<file path="src/rtl/axi_master_pkg.sv">
// Shared types and AXI encodings for the OBI-to-AXI4 single-beat master.
package axi_master_pkg;

  typedef enum logic [2:0] {
    StIdle,
    StWrite,
    StWriteResp,
    StRead,
    StReadResp
  } axi_master_state_e;

  localparam logic [1:0] AXI_BURST_INCR = 2'b01;
  localparam logic [1:0] AXI_RESP_OKAY  = 2'b00;
  localparam logic [2:0] AXI_SIZE_4B    = 3'b010;

endpackage

</file>
<file path="src/rtl/axi_bus.sv">
// AXI4 bus bundle with master and slave views.
interface AXI_BUS #(
  parameter int unsigned AXI_ADDR_WIDTH = 32,
  parameter int unsigned AXI_DATA_WIDTH = 32,
  parameter int unsigned AXI_ID_WIDTH   = 16,
  parameter int unsigned AXI_USER_WIDTH = 10
);
  localparam int unsigned AXI_STRB_WIDTH = AXI_DATA_WIDTH / 8;

  logic [AXI_ID_WIDTH-1:0]   aw_id;
  logic [AXI_ADDR_WIDTH-1:0] aw_addr;
  logic [7:0]                aw_len;
  logic [2:0]                aw_size;
  logic [1:0]                aw_burst;
  logic                      aw_lock;
  logic [3:0]                aw_cache;
  logic [2:0]                aw_prot;
  logic [3:0]                aw_qos;
  logic [3:0]                aw_region;
  logic [5:0]                aw_atop;
  logic [AXI_USER_WIDTH-1:0] aw_user;
  logic                      aw_valid;
  logic                      aw_ready;

  logic [AXI_DATA_WIDTH-1:0] w_data;
  logic [AXI_STRB_WIDTH-1:0] w_strb;
  logic                      w_last;
  logic [AXI_USER_WIDTH-1:0] w_user;
  logic                      w_valid;
  logic                      w_ready;

  logic [AXI_ID_WIDTH-1:0]   b_id;
  logic [1:0]                b_resp;
  logic [AXI_USER_WIDTH-1:0] b_user;
  logic                      b_valid;
  logic                      b_ready;

  logic [AXI_ID_WIDTH-1:0]   ar_id;
  logic [AXI_ADDR_WIDTH-1:0] ar_addr;
  logic [7:0]                ar_len;
  logic [2:0]                ar_size;
  logic [1:0]                ar_burst;
  logic                      ar_lock;
  logic [3:0]                ar_cache;
  logic [2:0]                ar_prot;
  logic [3:0]                ar_qos;
  logic [3:0]                ar_region;
  logic [AXI_USER_WIDTH-1:0] ar_user;
  logic                      ar_valid;
  logic                      ar_ready;

  logic [AXI_ID_WIDTH-1:0]   r_id;
  logic [AXI_DATA_WIDTH-1:0] r_data;
  logic [1:0]                r_resp;
  logic                      r_last;
  logic [AXI_USER_WIDTH-1:0] r_user;
  logic                      r_valid;
  logic                      r_ready;

  modport Master (
    output aw_id, aw_addr, aw_len, aw_size, aw_burst, aw_lock, aw_cache, aw_prot, aw_qos,
           aw_region, aw_atop, aw_user, aw_valid,
    input  aw_ready,
    output w_data, w_strb, w_last, w_user, w_valid,
    input  w_ready,
    input  b_id, b_resp, b_user, b_valid,
    output b_ready,
    output ar_id, ar_addr, ar_len, ar_size, ar_burst, ar_lock, ar_cache, ar_prot, ar_qos,
           ar_region, ar_user, ar_valid,
    input  ar_ready,
    input  r_id, r_data, r_resp, r_last, r_user, r_valid,
    output r_ready
  );

  modport Slave (
    input  aw_id, aw_addr, aw_len, aw_size, aw_burst, aw_lock, aw_cache, aw_prot, aw_qos,
           aw_region, aw_atop, aw_user, aw_valid,
    output aw_ready,
    input  w_data, w_strb, w_last, w_user, w_valid,
    output w_ready,
    output b_id, b_resp, b_user, b_valid,
    input  b_ready,
    input  ar_id, ar_addr, ar_len, ar_size, ar_burst, ar_lock, ar_cache, ar_prot, ar_qos,
           ar_region, ar_user, ar_valid,
    output ar_ready,
    output r_id, r_data, r_resp, r_last, r_user, r_valid,
    input  r_ready
  );

endinterface

</file>
<file path="src/rtl/obi_axi_master.sv">
// OBI slave port to AXI4 master bridge: single-beat, one transaction in flight.
module obi_axi_master
  import axi_master_pkg::*;
#(
  parameter int unsigned AXI_ADDR_WIDTH = 32,
  parameter int unsigned AXI_DATA_WIDTH = 32, // only 32 is supported
  parameter int unsigned AXI_ID_WIDTH   = 16,
  parameter int unsigned AXI_USER_WIDTH = 10,
  parameter int unsigned AXI_ID         = 0
) (
  input  logic        clk_i,
  input  logic        rst_ni,
  input  logic        data_req_i,
  output logic        data_gnt_o,
  input  logic [31:0] data_addr_i,
  input  logic        data_we_i,
  input  logic [3:0]  data_be_i,
  input  logic [31:0] data_wdata_i,
  output logic        data_rvalid_o,
  output logic [31:0] data_rdata_o,
  output logic        data_err_o,
  AXI_BUS.Master      AXI_Master
);

  axi_master_state_e         state_q;
  logic [AXI_ADDR_WIDTH-1:0] addr_q;
  logic [3:0]                be_q;
  logic [31:0]               wdata_q;
  logic                      aw_valid_q, w_valid_q, ar_valid_q, b_ready_q, r_ready_q;
  logic                      rvalid_q, err_q;
  logic [31:0]               rdata_q;

  assign data_gnt_o = data_req_i && (state_q == StIdle);

  always_ff @(posedge clk_i or negedge rst_ni) begin
    if (!rst_ni) begin
      state_q    <= StIdle;
      addr_q     <= '0;
      be_q       <= '0;
      wdata_q    <= '0;
      aw_valid_q <= 1'b0;
      w_valid_q  <= 1'b0;
      ar_valid_q <= 1'b0;
      b_ready_q  <= 1'b0;
      r_ready_q  <= 1'b0;
      rvalid_q   <= 1'b0;
      err_q      <= 1'b0;
      rdata_q    <= '0;
    end else begin
      rvalid_q <= 1'b0;
      unique case (state_q)
        StIdle: begin
          if (data_req_i) begin
            addr_q  <= AXI_ADDR_WIDTH'(data_addr_i);
            be_q    <= data_be_i;
            wdata_q <= data_wdata_i;
            if (data_we_i) begin
              state_q    <= StWrite;
              aw_valid_q <= 1'b1;
              w_valid_q  <= 1'b1;
            end else begin
              state_q    <= StRead;
              ar_valid_q <= 1'b1;
            end
          end
        end
        StWrite: begin
          // AW and W complete independently; leave once neither is still pending.
          aw_valid_q <= aw_valid_q && !AXI_Master.aw_ready;
          w_valid_q  <= w_valid_q && !AXI_Master.w_ready;
          if ((!aw_valid_q || AXI_Master.aw_ready) && (!w_valid_q || AXI_Master.w_ready)) begin
            state_q   <= StWriteResp;
            b_ready_q <= 1'b1;
          end
        end
        StWriteResp: begin
          if (AXI_Master.b_valid) begin
            state_q   <= StIdle;
            b_ready_q <= 1'b0;
            rvalid_q  <= 1'b1;
            err_q     <= AXI_Master.b_resp[1];
            rdata_q   <= '0;
          end
        end
        StRead: begin
          if (AXI_Master.ar_ready) begin
            state_q    <= StReadResp;
            ar_valid_q <= 1'b0;
            r_ready_q  <= 1'b1;
          end
        end
        StReadResp: begin
          if (AXI_Master.r_valid) begin
            state_q   <= StIdle;
            r_ready_q <= 1'b0;
            rvalid_q  <= 1'b1;
            // A beat without r_last means the slave answered with a burst we never asked for.
            err_q     <= AXI_Master.r_resp[1] || !AXI_Master.r_last;
            rdata_q   <= AXI_Master.r_data;
          end
        end
        default: state_q <= StIdle;
      endcase
    end
  end

  assign data_rvalid_o = rvalid_q;
  assign data_rdata_o  = rdata_q;
  assign data_err_o    = err_q;

  assign AXI_Master.aw_id     = AXI_ID_WIDTH'(AXI_ID);
  assign AXI_Master.aw_addr   = addr_q;
  assign AXI_Master.aw_len    = 8'd0;
  assign AXI_Master.aw_size   = AXI_SIZE_4B;
  assign AXI_Master.aw_burst  = AXI_BURST_INCR;
  assign AXI_Master.aw_lock   = 1'b0;
  assign AXI_Master.aw_cache  = 4'd0;
  assign AXI_Master.aw_prot   = 3'd0;
  assign AXI_Master.aw_qos    = 4'd0;
  assign AXI_Master.aw_region = 4'd0;
  assign AXI_Master.aw_atop   = 6'd0;
  assign AXI_Master.aw_user   = '0;
  assign AXI_Master.aw_valid  = aw_valid_q;

  assign AXI_Master.w_data    = wdata_q;
  assign AXI_Master.w_strb    = be_q;
  assign AXI_Master.w_last    = 1'b1;
  assign AXI_Master.w_user    = '0;
  assign AXI_Master.w_valid   = w_valid_q;

  assign AXI_Master.b_ready   = b_ready_q;

  assign AXI_Master.ar_id     = AXI_ID_WIDTH'(AXI_ID);
  assign AXI_Master.ar_addr   = addr_q;
  assign AXI_Master.ar_len    = 8'd0;
  assign AXI_Master.ar_size   = AXI_SIZE_4B;
  assign AXI_Master.ar_burst  = AXI_BURST_INCR;
  assign AXI_Master.ar_lock   = 1'b0;
  assign AXI_Master.ar_cache  = 4'd0;
  assign AXI_Master.ar_prot   = 3'd0;
  assign AXI_Master.ar_qos    = 4'd0;
  assign AXI_Master.ar_region = 4'd0;
  assign AXI_Master.ar_user   = '0;
  assign AXI_Master.ar_valid  = ar_valid_q;

  assign AXI_Master.r_ready   = r_ready_q;

  logic unused_resp_fields;
  assign unused_resp_fields = ^{AXI_Master.b_id, AXI_Master.b_user,
                                AXI_Master.r_id, AXI_Master.r_user};

endmodule

</file>
<file path="src/flat_wrapper.sv">
// flat-port wrapper written by rule: the top's interface ports become plain ports
module obi_axi_master_flat import axi_master_pkg::*;
#(
  parameter int unsigned AXI_ADDR_WIDTH = 32,
  parameter int unsigned AXI_DATA_WIDTH = 32,                        
  parameter int unsigned AXI_ID_WIDTH   = 16,
  parameter int unsigned AXI_USER_WIDTH = 10,
  parameter int unsigned AXI_ID         = 0
)
  (clk_i, rst_ni, data_req_i, data_gnt_o, data_addr_i, data_we_i, data_be_i, data_wdata_i, data_rvalid_o, data_rdata_o, data_err_o, AXI_Master_aw_id, AXI_Master_aw_addr, AXI_Master_aw_len, AXI_Master_aw_size, AXI_Master_aw_burst, AXI_Master_aw_lock, AXI_Master_aw_cache, AXI_Master_aw_prot, AXI_Master_aw_qos, AXI_Master_aw_region, AXI_Master_aw_atop, AXI_Master_aw_user, AXI_Master_aw_valid, AXI_Master_aw_ready, AXI_Master_w_data, AXI_Master_w_strb, AXI_Master_w_last, AXI_Master_w_user, AXI_Master_w_valid, AXI_Master_w_ready, AXI_Master_b_id, AXI_Master_b_resp, AXI_Master_b_user, AXI_Master_b_valid, AXI_Master_b_ready, AXI_Master_ar_id, AXI_Master_ar_addr, AXI_Master_ar_len, AXI_Master_ar_size, AXI_Master_ar_burst, AXI_Master_ar_lock, AXI_Master_ar_cache, AXI_Master_ar_prot, AXI_Master_ar_qos, AXI_Master_ar_region, AXI_Master_ar_user, AXI_Master_ar_valid, AXI_Master_ar_ready, AXI_Master_r_id, AXI_Master_r_data, AXI_Master_r_resp, AXI_Master_r_last, AXI_Master_r_user, AXI_Master_r_valid, AXI_Master_r_ready);
  AXI_BUS #(.AXI_ADDR_WIDTH(AXI_ADDR_WIDTH), .AXI_DATA_WIDTH(AXI_DATA_WIDTH), .AXI_ID_WIDTH(AXI_ID_WIDTH), .AXI_USER_WIDTH(AXI_USER_WIDTH)) AXI_Master_i ();
  input  logic clk_i;
  input  logic rst_ni;
  input  logic data_req_i;
  output logic data_gnt_o;
  input  logic [31:0] data_addr_i;
  input  logic data_we_i;
  input  logic [3:0] data_be_i;
  input  logic [31:0] data_wdata_i;
  output logic data_rvalid_o;
  output logic [31:0] data_rdata_o;
  output logic data_err_o;
  output wire logic [$bits(AXI_Master_i.aw_id)-1:0] AXI_Master_aw_id;
  output wire logic [$bits(AXI_Master_i.aw_addr)-1:0] AXI_Master_aw_addr;
  output wire logic [$bits(AXI_Master_i.aw_len)-1:0] AXI_Master_aw_len;
  output wire logic [$bits(AXI_Master_i.aw_size)-1:0] AXI_Master_aw_size;
  output wire logic [$bits(AXI_Master_i.aw_burst)-1:0] AXI_Master_aw_burst;
  output wire logic [$bits(AXI_Master_i.aw_lock)-1:0] AXI_Master_aw_lock;
  output wire logic [$bits(AXI_Master_i.aw_cache)-1:0] AXI_Master_aw_cache;
  output wire logic [$bits(AXI_Master_i.aw_prot)-1:0] AXI_Master_aw_prot;
  output wire logic [$bits(AXI_Master_i.aw_qos)-1:0] AXI_Master_aw_qos;
  output wire logic [$bits(AXI_Master_i.aw_region)-1:0] AXI_Master_aw_region;
  output wire logic [$bits(AXI_Master_i.aw_atop)-1:0] AXI_Master_aw_atop;
  output wire logic [$bits(AXI_Master_i.aw_user)-1:0] AXI_Master_aw_user;
  output wire logic [$bits(AXI_Master_i.aw_valid)-1:0] AXI_Master_aw_valid;
  input wire logic [$bits(AXI_Master_i.aw_ready)-1:0] AXI_Master_aw_ready;
  output wire logic [$bits(AXI_Master_i.w_data)-1:0] AXI_Master_w_data;
  output wire logic [$bits(AXI_Master_i.w_strb)-1:0] AXI_Master_w_strb;
  output wire logic [$bits(AXI_Master_i.w_last)-1:0] AXI_Master_w_last;
  output wire logic [$bits(AXI_Master_i.w_user)-1:0] AXI_Master_w_user;
  output wire logic [$bits(AXI_Master_i.w_valid)-1:0] AXI_Master_w_valid;
  input wire logic [$bits(AXI_Master_i.w_ready)-1:0] AXI_Master_w_ready;
  input wire logic [$bits(AXI_Master_i.b_id)-1:0] AXI_Master_b_id;
  input wire logic [$bits(AXI_Master_i.b_resp)-1:0] AXI_Master_b_resp;
  input wire logic [$bits(AXI_Master_i.b_user)-1:0] AXI_Master_b_user;
  input wire logic [$bits(AXI_Master_i.b_valid)-1:0] AXI_Master_b_valid;
  output wire logic [$bits(AXI_Master_i.b_ready)-1:0] AXI_Master_b_ready;
  output wire logic [$bits(AXI_Master_i.ar_id)-1:0] AXI_Master_ar_id;
  output wire logic [$bits(AXI_Master_i.ar_addr)-1:0] AXI_Master_ar_addr;
  output wire logic [$bits(AXI_Master_i.ar_len)-1:0] AXI_Master_ar_len;
  output wire logic [$bits(AXI_Master_i.ar_size)-1:0] AXI_Master_ar_size;
  output wire logic [$bits(AXI_Master_i.ar_burst)-1:0] AXI_Master_ar_burst;
  output wire logic [$bits(AXI_Master_i.ar_lock)-1:0] AXI_Master_ar_lock;
  output wire logic [$bits(AXI_Master_i.ar_cache)-1:0] AXI_Master_ar_cache;
  output wire logic [$bits(AXI_Master_i.ar_prot)-1:0] AXI_Master_ar_prot;
  output wire logic [$bits(AXI_Master_i.ar_qos)-1:0] AXI_Master_ar_qos;
  output wire logic [$bits(AXI_Master_i.ar_region)-1:0] AXI_Master_ar_region;
  output wire logic [$bits(AXI_Master_i.ar_user)-1:0] AXI_Master_ar_user;
  output wire logic [$bits(AXI_Master_i.ar_valid)-1:0] AXI_Master_ar_valid;
  input wire logic [$bits(AXI_Master_i.ar_ready)-1:0] AXI_Master_ar_ready;
  input wire logic [$bits(AXI_Master_i.r_id)-1:0] AXI_Master_r_id;
  input wire logic [$bits(AXI_Master_i.r_data)-1:0] AXI_Master_r_data;
  input wire logic [$bits(AXI_Master_i.r_resp)-1:0] AXI_Master_r_resp;
  input wire logic [$bits(AXI_Master_i.r_last)-1:0] AXI_Master_r_last;
  input wire logic [$bits(AXI_Master_i.r_user)-1:0] AXI_Master_r_user;
  input wire logic [$bits(AXI_Master_i.r_valid)-1:0] AXI_Master_r_valid;
  output wire logic [$bits(AXI_Master_i.r_ready)-1:0] AXI_Master_r_ready;
  assign AXI_Master_aw_id = AXI_Master_i.aw_id;
  assign AXI_Master_aw_addr = AXI_Master_i.aw_addr;
  assign AXI_Master_aw_len = AXI_Master_i.aw_len;
  assign AXI_Master_aw_size = AXI_Master_i.aw_size;
  assign AXI_Master_aw_burst = AXI_Master_i.aw_burst;
  assign AXI_Master_aw_lock = AXI_Master_i.aw_lock;
  assign AXI_Master_aw_cache = AXI_Master_i.aw_cache;
  assign AXI_Master_aw_prot = AXI_Master_i.aw_prot;
  assign AXI_Master_aw_qos = AXI_Master_i.aw_qos;
  assign AXI_Master_aw_region = AXI_Master_i.aw_region;
  assign AXI_Master_aw_atop = AXI_Master_i.aw_atop;
  assign AXI_Master_aw_user = AXI_Master_i.aw_user;
  assign AXI_Master_aw_valid = AXI_Master_i.aw_valid;
  assign AXI_Master_i.aw_ready = AXI_Master_aw_ready;
  assign AXI_Master_w_data = AXI_Master_i.w_data;
  assign AXI_Master_w_strb = AXI_Master_i.w_strb;
  assign AXI_Master_w_last = AXI_Master_i.w_last;
  assign AXI_Master_w_user = AXI_Master_i.w_user;
  assign AXI_Master_w_valid = AXI_Master_i.w_valid;
  assign AXI_Master_i.w_ready = AXI_Master_w_ready;
  assign AXI_Master_i.b_id = AXI_Master_b_id;
  assign AXI_Master_i.b_resp = AXI_Master_b_resp;
  assign AXI_Master_i.b_user = AXI_Master_b_user;
  assign AXI_Master_i.b_valid = AXI_Master_b_valid;
  assign AXI_Master_b_ready = AXI_Master_i.b_ready;
  assign AXI_Master_ar_id = AXI_Master_i.ar_id;
  assign AXI_Master_ar_addr = AXI_Master_i.ar_addr;
  assign AXI_Master_ar_len = AXI_Master_i.ar_len;
  assign AXI_Master_ar_size = AXI_Master_i.ar_size;
  assign AXI_Master_ar_burst = AXI_Master_i.ar_burst;
  assign AXI_Master_ar_lock = AXI_Master_i.ar_lock;
  assign AXI_Master_ar_cache = AXI_Master_i.ar_cache;
  assign AXI_Master_ar_prot = AXI_Master_i.ar_prot;
  assign AXI_Master_ar_qos = AXI_Master_i.ar_qos;
  assign AXI_Master_ar_region = AXI_Master_i.ar_region;
  assign AXI_Master_ar_user = AXI_Master_i.ar_user;
  assign AXI_Master_ar_valid = AXI_Master_i.ar_valid;
  assign AXI_Master_i.ar_ready = AXI_Master_ar_ready;
  assign AXI_Master_i.r_id = AXI_Master_r_id;
  assign AXI_Master_i.r_data = AXI_Master_r_data;
  assign AXI_Master_i.r_resp = AXI_Master_r_resp;
  assign AXI_Master_i.r_last = AXI_Master_r_last;
  assign AXI_Master_i.r_user = AXI_Master_r_user;
  assign AXI_Master_i.r_valid = AXI_Master_r_valid;
  assign AXI_Master_r_ready = AXI_Master_i.r_ready;
  obi_axi_master #(.AXI_ADDR_WIDTH(AXI_ADDR_WIDTH), .AXI_DATA_WIDTH(AXI_DATA_WIDTH), .AXI_ID_WIDTH(AXI_ID_WIDTH), .AXI_USER_WIDTH(AXI_USER_WIDTH), .AXI_ID(AXI_ID)) u_core (.clk_i(clk_i), .rst_ni(rst_ni), .data_req_i(data_req_i), .data_gnt_o(data_gnt_o), .data_addr_i(data_addr_i), .data_we_i(data_we_i), .data_be_i(data_be_i), .data_wdata_i(data_wdata_i), .data_rvalid_o(data_rvalid_o), .data_rdata_o(data_rdata_o), .data_err_o(data_err_o), .AXI_Master(AXI_Master_i));
endmodule
</file>
<file path="config.mk">
export PLATFORM = sky130hd
export DESIGN_NAME = obi_axi_master_flat
export DESIGN_NICKNAME = d
export VERILOG_FILES = /design/src/rtl/axi_master_pkg.sv /design/src/rtl/axi_bus.sv /design/src/rtl/obi_axi_master.sv /design/src/flat_wrapper.sv
export SDC_FILE = /design/constraint.sdc
export NUM_CORES = 1
export LEC_CHECK = 0
export CORE_AREA = 5 5 167 169
export CTS_BUF_LIST = sky130_fd_sc_hd__clkbuf_8
export CTS_CLUSTER_SIZE = 28
export DETAILED_ROUTE_END_ITERATION = 7
export DIE_AREA = 0 0 172 174
export DONT_BUFFER_PORTS = 1
export GPL_TIMING_DRIVEN = 0
export PLACE_DENSITY = 0.35
export SYNTH_ARGS = -nofsm -noshare
export SYNTH_HDL_FRONTEND = slang
export SYNTH_SLANG_ARGS = --single-unit
</file>
<file path="constraint.sdc">
create_clock -name clk_i -period 2 [get_ports clk_i]
set_input_delay 0.1 -clock clk_i [delete_from_list [all_inputs] [get_ports clk_i]]
set_output_delay 0.1 -clock clk_i [all_outputs]
set_load 0.02 [all_outputs]
</file>
==> out/qor.txt <==
status = finished with violations
violated checks = hold timing
crit-path most repeated cell = mux2_2
crit-path cells = buf_2 -> nor3b_2 -> mux2_2 -> mux2_2
final instance area = 7900 µm²
clock-pin transition on the worst setup and hold timing paths = 0.12 ns
CP Data Arrival Time = 2.09 ns
largest net degree at the start of global routing = 111
Worst setup EP type = flip-flop
fin worst setup slack = 0.178 ns
R2R Path End = u_core.data_err_o
prevailing post-synth register cell = dfrtp_1
R2R cell count = 4
fin crit period = 1.82 ns
Area Overhead vs Synth = 38.8%
router iterations before antenna repair = 4
die footprint = 29900 µm²
RR Startpoint = u_core.state_q[1]
via/cell ratio = 3.46
post-placement cell area = 6590 µm²
cell count along the critical path = 4
nets@finish = 902
max_slew headroom = 65.6%
R2R setup slack = 0.18 ns
Die H = 174 µm
sequential power share = 50.9%
Post-Syn Area = 5690 µm²
CTS sink count = 110
CP max FO = 10
via count of the first global-routing pass = 3699
total track usage = 8.92%
register bit total from synthesis = 110
EDFF count, synth = 0
RD Place Congestion = 0.715
net switching power = 4.41 mW
crit path launch = u_core.state_q[1]
post-synthesis instance total = 488
latest clock arrival within the worst-skew pair = 0.37 ns
I/O pin cnt = 433
Antenna Diode Count = 0
Post-CTS Hold Buffers = 110
initial antenna violation count = 0
# H-tree levels = 3
peak supply drop = 0.000492 V
Final Max Tran Viols = 0
Yosys warnings = 0
CTS tree = yes
buffer depth of the longest clock path = 2
Clk pwr share = 14.0%
CTS buffer count = 9
total of max-cap violations = 0
sequential share of the synthesized area = 48.4%
starting density of the core = 21.5%
worst slew pin tran = 0.514 ns
crit path launch type = flip-flop
PD cells = 1260 nW/µm²
Critical Path Max Stage Delay = 0.46 ns
Root Buffer = clkbuf_8
area of the core = 26400 µm²
Final Cycle Share = 91.1%
Async SR Flop Fraction = 100%
die width = 172 µm
slowest stage cell, crit path = nor3b_2
maximum operating frequency = 549 MHz
final antenna-violating net count = 0
RSZ-0062 raised after global routing = no
hold crit path type = input pin to async pin
P_leak = 3.75 nW
critical path class = flip-flop to flip-flop
cell family with most CP delay = multiplexers
Setup crit end = u_core.data_err_o
Distinct cells, synth = 26
layout cell share with drive strength beyond 1 = 34.6%
CP Buf/Inv Count = 1
vias = 3736
placed wire-length estimate = 11300 µm
cell internal pwr = 5.56 mW
remaining global-route overflow = 0
DR WL/cell = 13.6 µm
Setup Skew = 0.0134 ns
worst hold slack = -0.603 ns
first-pass GRT wire length = 20800 µm
DRT iter0 DRCs = 87
post-route DRC violation count = 0
pre-CTS WS = -0.148 ns
endpoints failing setup = 0
I/O Buffers = 0
Final Hold Viols = 110
Comb power frac = 35.1%
Syn Area/Cell = 11.7 µm²
WP data required = 2.27 ns
Net Sw Frac = 44.2%
final wirelength = 14700 µm
row count = 60
==> layer usage <==
layer / global-route usage [%] / part of all wire, %
met2: 16.1 / 51
met1: 8.96 / 34
met4: 2.55 / 1.1
met5: 0 / 0
met3: 4.53 / 14
==> cells in the mapped netlist, drive strengths merged, types with 2 or more instances <==
| cell | instances | share of area (%) |
|---|---|---|
| dfrtp | 110 | 48 |
| mux2 | 70 | 14 |
| o2bb2ai | 2 | 0.31 |
| clkbuf | 2 | 0.13 |
| a31oi | 4 | 0.44 |
| nor2 | 4 | 0.26 |
| buf | 173 | 23 |
| conb | 2 | 0.13 |
| mux2i | 33 | 5.8 |
| inv | 34 | 2.2 |
| nand2b | 4 | 0.44 |
| a21oi | 3 | 0.46 |
| nand2 | 37 | 2.4 |
| nand3b | 3 | 0.40 |
==> how the worst min path moves through the flow <==
stage | cells after the start | endpoint | slack [ns]
2_1_floorplan | 0 | u_core.AXI_Master.ar_addr[0] | -0.20
3_5_place_dp | 0 | u_core.AXI_Master.w_data[29] | -0.19
5_1_grt | 0 | u_core.AXI_Master.w_data[29] | -0.66
4_1_cts | 0 | u_core.AXI_Master.w_data[29] | -0.65
3_3_place_gp | 0 | u_core.AXI_Master.w_data[28] | -0.19
6_report | 0 | u_core.AXI_Master.w_data[29] | -0.60
==> sequential cells by signal (all words and copies together), names as in the netlist <==
register,cells
u_core.AXI_Master.w_valid,1
u_core.data_rdata_o,32
u_core.AXI_Master.w_strb,4
u_core.data_rvalid_o,1
u_core.AXI_Master.r_ready,1
u_core.AXI_Master.b_ready,1
u_core.AXI_Master.w_data,32
u_core.AXI_Master.aw_valid,1
u_core.state_q,3
u_core.AXI_Master.ar_valid,1
u_core.data_err_o,1
u_core.AXI_Master.ar_addr,32
==> logic make-up after synthesis <==
logic type      count (synthesis)  synth area share [%]
simple gates                   52                  4.49
buf+inv                       209                  25.7
compound gates                 12                  1.67
other cells                     2                 0.132
mux                           103                  19.7
flops                         110                  48.4
==> cell type report <==
class / instances / area [µm²]
fillers: 2739 / 18500
clock buffers: 9 / 124
inverters: 34 / 128
repair buffers: 112 / 1120
plain buffers: 175 / 1330
multi-input cells: 294 / 1950
clock inverters: 6 / 71.3
well taps: 341 / 427
flip-flops and latches: 110 / 2750
==> placed cells by master, fill, tap and decap left out, types with 2 or more instances in the layout <==
master,count
clkbuf_8,9
nand2b_1,4
nor2_1,4
buf_2,3
nand3b_1,3
dlygate4sd3_1,110
mux2_1,6
buf_4,161
clkbuf_1,2
dfrtp_1,110
mux2_2,64
buf_6,10
conb_1,127
a21oi_1,2
nand2_1,37
clkinv_4,2
mux2i_1,33
a31oi_1,4
o2bb2ai_1,2
inv_1,35
==> metrics by stage <==
stage	total power, mW	hold WS (ns)	std cells	TNS (ns)	utilization (%)
after global placement	8.49	-0.192	954	-6.29	24.9
after global routing	10.6	-0.660	1081	0	29.9
after detailed placement	8.52	-0.192	954	-7.58	24.9
after floorplan	7.76	-0.196	613	0	-
final	9.98	-0.603	1081	0	29.9
after CTS	10.2	-0.648	1081	0	29.9
==> repair_timing <==
item,CTS,global route
buffers inserted,2,0
resized for setup,0,1
pin swaps,1,0
setup endpoints to repair,69,1
hold endpoints to repair,217,110
==> power by group through the flow <==
stage | combinational (mW) | clock (mW) | sequential (mW)
finish | 3.50 | 1.40 | 5.08
global route | 3.78 | 1.58 | 5.25
CTS | 3.54 | 1.51 | 5.16
detailed placement | 3.32 | 0 | 5.20
global placement | 3.27 | 0 | 5.22
floorplan | 2.95 | 0 | 4.81
No activity file was read; power rests on OpenSTA's default activity.
